**src/rtl/fetch_bundle_queue.sv**
```systemverilog
// rtl/fetch_bundle_queue.sv - fetch bundle queue between FetchStage1 and decode
// Circular buffer with registered head/tail/count and no fall-through.
module fetch_bundle_queue #(
  parameter int DEPTH    = 4,
  parameter int BUNDLE_W = 128,
  parameter int PC_W     = 32
) (
  input  logic                       clk,
  input  logic                       reset,
  input  logic                       flush_i,
  input  logic                       wrValid_i,
  input  logic [BUNDLE_W-1:0]        wrBundle_i,
  input  logic [PC_W-1:0]            wrPc_i,
  input  logic [3:0]                 wrBtbHit_i,
  input  logic [3:0]                 wrPred_i,
  output logic                       full_o,
  output logic                       almostFull_o,
  output logic                       rdValid_o,
  input  logic                       rdReady_i,
  output logic [BUNDLE_W-1:0]        rdBundle_o,
  output logic [PC_W-1:0]            rdPc_o,
  output logic [3:0]                 rdBtbHit_o,
  output logic [3:0]                 rdPred_o,
  output logic [$clog2(DEPTH+1)-1:0] count_o
);

  localparam int PTR_W = $clog2(DEPTH);
  localparam int CNT_W = $clog2(DEPTH+1);
  localparam logic [PTR_W-1:0] PTR_ONE   = PTR_W'(1);
  localparam logic [CNT_W-1:0] CNT_ONE   = CNT_W'(1);
  localparam logic [CNT_W-1:0] CNT_FULL  = CNT_W'(DEPTH);
  localparam logic [CNT_W-1:0] CNT_AFULL = CNT_W'(DEPTH - 1);

  logic [BUNDLE_W-1:0] bundleMem [DEPTH];
  logic [PC_W-1:0]     pcMem     [DEPTH];
  logic [3:0]          btbHitMem [DEPTH];
  logic [3:0]          predMem   [DEPTH];

  logic [PTR_W-1:0] headPtr;
  logic [PTR_W-1:0] tailPtr;
  logic [CNT_W-1:0] count;
  logic             doPush;
  logic             doPop;

  assign full_o       = (count == CNT_FULL);
  assign almostFull_o = (count >= CNT_AFULL);
  assign rdValid_o    = (count != '0);
  assign count_o      = count;

  // A full queue refuses the write even when a pop frees a slot this cycle.
  assign doPush = wrValid_i && !full_o && !flush_i;
  assign doPop  = rdValid_o && rdReady_i && !flush_i;

  always_ff @(posedge clk or posedge reset) begin
    if (reset) begin
      headPtr <= '0;
      tailPtr <= '0;
      count   <= '0;
    end else if (flush_i) begin
      headPtr <= '0;
      tailPtr <= '0;
      count   <= '0;
    end else begin
      if (doPush) tailPtr <= tailPtr + PTR_ONE;
      if (doPop)  headPtr <= headPtr + PTR_ONE;
      case ({doPush, doPop})
        2'b10:   count <= count + CNT_ONE;
        2'b01:   count <= count - CNT_ONE;
        default: count <= count;
      endcase
    end
  end

  // Storage is unreset; validity comes solely from count.
  always_ff @(posedge clk) begin
    if (doPush) begin
      bundleMem[tailPtr] <= wrBundle_i;
      pcMem[tailPtr]     <= wrPc_i;
      btbHitMem[tailPtr] <= wrBtbHit_i;
      predMem[tailPtr]   <= wrPred_i;
    end
  end

  always_comb begin
    rdBundle_o = '0;
    rdPc_o     = '0;
    rdBtbHit_o = '0;
    rdPred_o   = '0;
    if (rdValid_o) begin
      rdBundle_o = bundleMem[headPtr];
      rdPc_o     = pcMem[headPtr];
      rdBtbHit_o = btbHitMem[headPtr];
      rdPred_o   = predMem[headPtr];
    end
  end

endmodule

```
**config.mk**
```make
export PLATFORM = sky130hd
export DESIGN_NAME = fetch_bundle_queue
export DESIGN_NICKNAME = d
export VERILOG_FILES = /design/src/rtl/fetch_bundle_queue.sv
export SDC_FILE = /design/constraint.sdc
export NUM_CORES = 1
export LEC_CHECK = 0
export ABC_CLOCK_PERIOD_IN_PS = 7290
export CORE_UTILIZATION = 51
export CTS_CLUSTER_DIAMETER = 50
export DETAILED_ROUTE_END_ITERATION = 10
export PLACE_DENSITY = 0.84
export REMOVE_ABC_BUFFERS = 1
export SYNTH_ARGS = -nofsm -noshare
export SYNTH_HDL_FRONTEND = slang
export SYNTH_SLANG_ARGS = --single-unit
```
**constraint.sdc**
```tcl
create_clock -name clk -period 7.29 [get_ports clk]
set_clock_uncertainty 0.2 [all_clocks]
set_input_delay 1.458 -clock clk [delete_from_list [all_inputs] [get_ports clk]]
set_output_delay 1.458 -clock clk [all_outputs]
set_load 0.02 [all_outputs]
```
== Word-level counts from Yosys, hierarchy flattened ==
Memory sizes are Yosys's and may differ from the RTL's.
Index checks and enable logic that the tools add are counted.

* Register bits after elaboration: 7
* Bits in latches: 0
* Memory bits (writable): 672
* Bits in read-only memories: 0
* Input port bits: 173
* Word-level logic and storage cells: 37
* Memories kept: 4

{| class="wikitable"
|+ Memories
! name !! depth !! bits a word !! rd ports !! clocked after memory_dff !! write ports !! RTL line !! source
|-
| bundleMem || 4 || 128 || 1 || 0 || 1 || 34 || <nowiki>logic [BUNDLE_W-1:0] bundleMem [DEPTH];</nowiki>
|-
| pcMem || 4 || 32 || 1 || 0 || 1 || 35 || <nowiki>logic [PC_W-1:0] pcMem [DEPTH];</nowiki>
|-
| btbHitMem || 4 || 4 || 1 || 0 || 1 || 36 || <nowiki>logic [3:0] btbHitMem [DEPTH];</nowiki>
|-
| predMem || 4 || 4 || 1 || 0 || 1 || 37 || <nowiki>logic [3:0] predMem [DEPTH];</nowiki>
|}

* Add/subtract/negate cells: 4
* Multipliers: 0
* Div/mod/pow operators: 0
* Order comparisons: 1
* Eq/ne operators: 3
* Shift operators: 0
* Mux-type cells: 12
* Bitwise logic cells: 0
* Reduce and logical (&&, ||, !) cells: 10

{| class="wikitable"
|+ Operator list
! kind !! count
|-
| 128-bit two-way mux || 1
|-
| 32-bit two-way mux || 1
|-
| 2-bit two-way mux || 4
|-
| 4-bit two-way mux || 2
|-
| 3-bit one-hot mux with 2 select lines || 1
|-
| 3-bit nonzero test || 2
|-
| 2-bit by 1-bit adder with 2-bit output, second input constant || 2
|-
| 1-bit logical AND || 4
|-
| 2-bit nonzero test || 2
|-
| 3-bit by 1-bit adder with 3-bit output, second input constant || 1
|-
| 3-bit == test, second input constant || 1
|-
| 3-bit by 2-bit greater-or-equal comparator with 1-bit output, second input constant || 1
|-
| 3-bit two-way mux || 1
|-
| 3-bit by 1-bit subtractor with 3-bit output, second input constant || 1
|-
| 2-bit by 1-bit == test with 1-bit output, second input constant || 1
|-
| 2-bit == test, second input constant || 1
|-
| 1-bit zero test || 2
|-
| 1-bit two-way mux || 2
|}

== Longest topological paths before layout ==
* Word-level depth: 7
* Gate-level depth with buffers: 11

== Worst setup path before layout ==
OpenSTA, ideal clock, no wires.

* Path type: input-to-reg
* From: input wrValid_i
* To: memory btbHitMem[0][0] (enable)
* Setup time: 549 ps
* Arrival time: 5,885 ps
* Slack: 656 ps
* Stages: 4
* Buffers on the path: 1
* Cells stage by stage: clkbuf_1 nand2_1 nor2_1 and2_1

* Cells in the longest elaborated chain, start to end: 4

{| class="wikitable"
|+ RTL lines
! what !! RTL line !! source
|-
| start: declaration || 11 || <nowiki>input logic wrValid_i,</nowiki>
|-
| 1-bit logical AND (2 in a row) || 51 || <nowiki>assign doPush = wrValid_i && !full_o && !flush_i;</nowiki>
|-
| 1-bit two-way mux || 76 || <nowiki>if (doPush) begin</nowiki>
|-
| 1-bit two-way mux (implied by the code) || 79 || <nowiki>btbHitMem[tailPtr] <= wrBtbHit_i;</nowiki>
|-
| end: declaration || 36 ||
|}

Every way passes these cells.

== Worst setup path in the final report ==
* From: register headPtr[0]
* To: output rdBundle_o[16]

* Cells in the longest elaborated chain, start to end: 2

{| class="wikitable"
|+ RTL lines
! what !! RTL line !! source
|-
| start: declaration || 39 || <nowiki>logic [PTR_W-1:0] headPtr;</nowiki>
|-
| start signal: assignment || 65 || <nowiki>if (doPop) headPtr <= headPtr + PTR_ONE;</nowiki>
|-
| memory read 4 x 128 bit || -- ||
|-
| 128-bit two-way mux || 89 || <nowiki>if (rdValid_o) begin</nowiki>
|-
| end: declaration || 20 || <nowiki>output logic [BUNDLE_W-1:0] rdBundle_o,</nowiki>
|}

Every way passes these cells.

==> results.toml <==
[clock_tree]
cts_buffers = 72
tritoncts = "built"
cts_sinks = 679
cts_root_buf = "clkbuf_16"
post_cts_buffers = 0
clk_pin_slew_ns = 0.06
cts-htree-levels = 3
cts_resized = 0
cts_buffer_depth = 3
postCtsHoldBufs = 0
clk_latency_ns = 0.59

[final_layout]
final_cell_mix = "edfxtp_1 (672), clkdlybuf4s50_1 (346), and2_1 (169)"
layout.nets = 1685
layout_commonest_cell = "edfxtp_1"
final_cells = 2237
syn_to_final_growth_pct = 24.6
regArea_mm2 = 0.0204
multiInputGateArea_mm2 = 0.00520
finish.utilization_pct = 64.4
design_area_mm2 = 0.0323
drive_above_1_share_pct = 18.6
n_fill_cell = 3219

[worst_setup_path]
crit_fanout = 71
arrival_ns = 3.54
r2r_start = "count_o[1]"
ff2ff_setup_slack_ns = 3.95
endpoint_kind = "output pin"
critPathKind = "flop to output pin"
critPathRequiredTime_ns = 5.63
rr_worst_depth = 8
r2r_end = "count_o[1]"
start_kind = "flop"

[synthesis]
synth_area_mm2 = 0.0259
yosysTopAreaCellShare_pct = 77.8
synth_edf_count = 672
synth.area.top_cells = "edfxtp_1 (78%), mux4_2 (15%), and2_1 (4.2%)"
synth_cell_types = 31
syn_area_per_cell_um2 = 22.8
ys.flop_type = "edfxtp_1"
ys_ff_latch = 679
synth_cells = 1137
ys.warnings.count = 0
synth_top_area_cell = "edfxtp_1"
async_reset_ff_share_pct = 1.03
synth_seq_area_share_pct = 78.5

[grt]
antenna_found_initial = 5
grt_pass1_vias = 13000
grt_max_degree = 90
gr-total-overflow = 0
grt_pass1_wl_um = 77600
grt_usage_pct = 20.3

[worst_hold_path]
hold_path_class = "flop to flop"
hold_end = "tailPtr[1]"
holdPathStages = 2
hold_start = "tailPtr[1]"

[sta]
fin_ws_ns = 2.09
period_minus_slack_ns = 5.20
max_freq_mhz = 192
hold_violations = 0
setup_tns_ns = 0
slew_headroom_pct = 36.0
rsz0062_at_grt = "false"
maxSlewViolCount = 0
whs_ns = 0.379
final.period_utilization_pct = 71.3
tightest_slew_ns = 0.960
setup_viol = 0

[outcome]
status = "finished, final reports clean"

[routing]
drt_iter0_drc = 964
avgViaCountPerCell = 5.54
wl_per_cell_um = 23.3
num_vias = 12400
dr.pass1.iters = 4
wl_um = 52200
drc = 0
ant_nets = 0

[power_and_ir_drop]
leakage_nw = 10.2
ir_worst_vdd_mv = 0.216
p_per_area_mw_per_mm2 = 287
p_total_mw = 9.27

[placed_design]
dp.cells = 2105
io_buffers = 346
globalplace.congestion = 0.729
dp_slack_ns = 2.64
dp_hpwl_um = 29400
place_area_mm2 = 0.0301

[die]
die_w_um = 228
start_util_pct = 51.7
fp.coreArea_mm2 = 0.0502
die_area_mm2 = 0.0518
die_h_um = 228
rows = 82
ioPinCount = 347

[job]
drv_cap = 0
how the worst max path moves through the flow:
stage                      end  slack [ns]  cells after the start  startpoint
6_report        rdBundle_o[16]        2.09                      4  headPtr[0]
5_1_grt         rdBundle_o[16]        1.85                      4  headPtr[0]
4_1_cts        rdBundle_o[126]        1.97                      4  headPtr[0]
3_5_place_dp   rdBundle_o[126]        2.64                      4  headPtr[0]
3_3_place_gp   rdBundle_o[126]        2.65                      4  headPtr[0]
2_1_floorplan    rdBtbHit_o[0]       -1.72                      2  headPtr[0]
per-layer routing:
metal	routed length [um]	vias to the layer above	GRT usage, %
li1	-	5408	-
met1	20300	6489	25.7
met2	26800	385	33.5
met3	3800	99	6.12
met4	1250	4	7.32
met5	26	-	0
state kept, by name, indices dropped and copies added, names as in the netlist:
register	cells
pcMem	128
btbHitMem	16
count_o	3
headPtr	2
bundleMem	512
predMem	16
tailPtr	2
kinds of logic after synthesis:
logic type	count (synthesis)	synth area share, %
AOI/OAI and AO/OA	16	0.381
and+or+nand+nor	197	4.62
DFF	679	78.5
muxes	169	14.6
adders and majority gates	5	0.270
buffers and inverters	68	1.53
xor gates and xnor gates	3	0.101
power by group:
group	internal (mW)	switching [mW]	leakage, nW
sequential	4.43	0.0562	6.19
combinational	0.677	0.673	2.89
clock	1.97	1.46	1.10
synthesized netlist by cell type (2+ instances only):
master and count:
a21oi_1 7, and2_1 173, buf_2 23, buf_6 15, clkbuf_1 24, dfrtp_1 7
edfxtp_1 672, ha_1 4, inv_1 5, mux4_2 168, nand2_1 5, nand2b_1 2
nand3_1 2, nor2_1 8, nor2b_1 2, nor3_1 2, o21ai_0 2, o22ai_1 2
xor2_1 2
area by class of cell:
type                    instances  share of cell area (%)
clock inverters                38                   0.759
flip-flops and latches        679                    63.0
clock buffers                  91                    6.12
multi-input cells             390                    16.1
inverters                       5                  0.0581
repair buffers                359                    11.3
well taps                     672                    2.60
diodes                          3                  0.0232
critical path, stage by stage (launching register included):
cell	delay, ns
dfrtp_4	0.94
buf_12	0.47
mux4_2	0.64
and2_1	0.18
clkdlybuf4s50_1	0.53
Power figures use the tool's default switching activity.
==> patch (same settings) <==
`DEPTH`: 4 -> 2.
--- a/src/rtl/fetch_bundle_queue.sv
+++ b/src/rtl/fetch_bundle_queue.sv
@@ -1,7 +1,7 @@
 // rtl/fetch_bundle_queue.sv - fetch bundle queue between FetchStage1 and decode
 // Circular buffer with registered head/tail/count and no fall-through.
 module fetch_bundle_queue #(
-  parameter int DEPTH    = 4,
+  parameter int DEPTH    = 2,
   parameter int BUNDLE_W = 128,
   parameter int PC_W     = 32
 ) (
Interface: changed (resized count_o); port bits go from 347 to 346. The function was not compared with the original's and may differ.
==> patch against the unedited design <==
Final area shrank 45%. Total power decreased by 24%. Non-clock buffer count fell by 4. Area after synthesis fell by 50%. Routed wire length fell by 46%. Setup slack better by 210 ps. Sequential cell count is 339 lower. Sequential share of layout area is 5.7 points lower.
==> patch: results (changes against the unedited design) <==
hold_path:
  min_from: "tailPtr"
  min_to: "tailPtr"
route:
  wl_met3_mm: 1.80  # -53%
  drt_iter0_markers: 444  # -54%
  highest_layer: "met4"
  dr.pass1.iters: 6  # +2
  met1_length_mm: 10.3  # -49%
place:
  dp_slack_ps: 2890  # +248 ps
  dp_hpwl_mm: 18.2  # -38%
  io_buffers: 345  # -0.29%
  dp_cells: 1383  # -34%
global_routing:
  grt_max_degree: 91  # +1.1%
  grt_pass1_vias: 7777  # -40%
  use_met1_pct: 24.2  # -1.5 points
  met2_usage_pct: 36.9  # +3.3 points
  antenna_found_initial: 2  # -3
  track_usage_pct: 21.3  # +0.97 points
worst_setup_path:
  startpoint: "headPtr"
  rr_worst_depth: 6  # -2
  reg2reg_slack_ps: 4330  # +380 ps
  cp.arrival_ps: 3330  # -210 ps
  r2r_start: "count_o[0]"
cells_and_area:
  final_area_um2: 17800  # -45%
  fill_cells: 1639  # -49%
  fin_nets: 1266  # -25%
  drive_above_1_share_pct: 5.67  # -13 points
  largestRegisters: "bundleMem: 256 flops, pcMem: 64 flops"
power_and_ir_drop:
  ir_drop_uv: 293  # +35%
clock_network:
  numCtsBuffers: 35  # -51%
  h-tree-depth: 2  # -1
synthesis:
  ys_top_cells_by_area: "edfxtp_1, mux2i_1, nor2_1, buf_6, dfrtp_1"
  synth.yosys.seq_area_share_pct: 78.5  # about the same
  synthTopCellsByCount: "edfxtp_1, nor2_1, mux2i_1"
outcome:
  status: "finished, final reports clean"
-- patch: cell types whose count changed in the layout (fill, tap and decap cells not counted), moves of 40 or more --
cell,delta
and2_1,-169
edfxtp_1,-336
clkbuf_16,-40
mux4_2,-168
mux2i_1,+168
nor2_1,+163
-- patch: where the power goes --
group / switching, mW / total, mW / internal (mW) / leakage [nW]
Sequential: 0.101 / 2.47 / 2.37 / 3.13
Combinational: 1.59 / 2.86 / 1.27 / 2.23
Clock: 0.679 / 1.71 / 1.03 / 0.530
-- patch: worst max path at each step --
| stage | slack [ps] | endpoint |
|---|---|---|
| after floorplan | -7510 | btbHitMem[1][0] |
| after global placement | 2900 | rdBundle_o[67] |
| after detailed placement | 2890 | rdBundle_o[67] |
| after CTS | 2350 | rdBundle_o[67] |
| after global routing | 2220 | rdBundle_o[67] |
| final | 2300 | rdBundle_o[67] |
-- patch: cell type report --
| class | instances | area (um^2) | share of cell area [%] |
|---|---|---|---|
| flip-flops and latches | 340 | 10200 | 57.3 |
| diodes | 3 | 7.51 | 0.0422 |
| clock buffers | 46 | 960 | 5.40 |
| repair buffers | 355 | 3540 | 19.9 |
| multi-input cells | 353 | 2500 | 14.1 |
| inverters | 5 | 18.8 | 0.106 |
| well taps | 330 | 413 | 2.32 |
| clock inverters | 13 | 139 | 0.781 |
-- patch: cells by family (layout without fill, tap and decap cells) --
group,after synthesis,after routing,synth area share [%]
DFF,340,340,78.5
and+or+nand+nor,176,176,5.29
buffers and inverters,44,419,2.33
muxes,169,169,13.1
adders and majority gates,3,3,0.289
AOI/OAI and AO/OA,2,2,0.154
xor gates and xnor gates,3,3,0.309
other,0,3,0
-- patch: worst max-delay path, cell delays in order, from the launching register on --
cell and delay, ps:
dfrtp_4 1000, buf_12 500, mux2i_1 180, nor2_1 220
clkdlybuf4s50_1 650
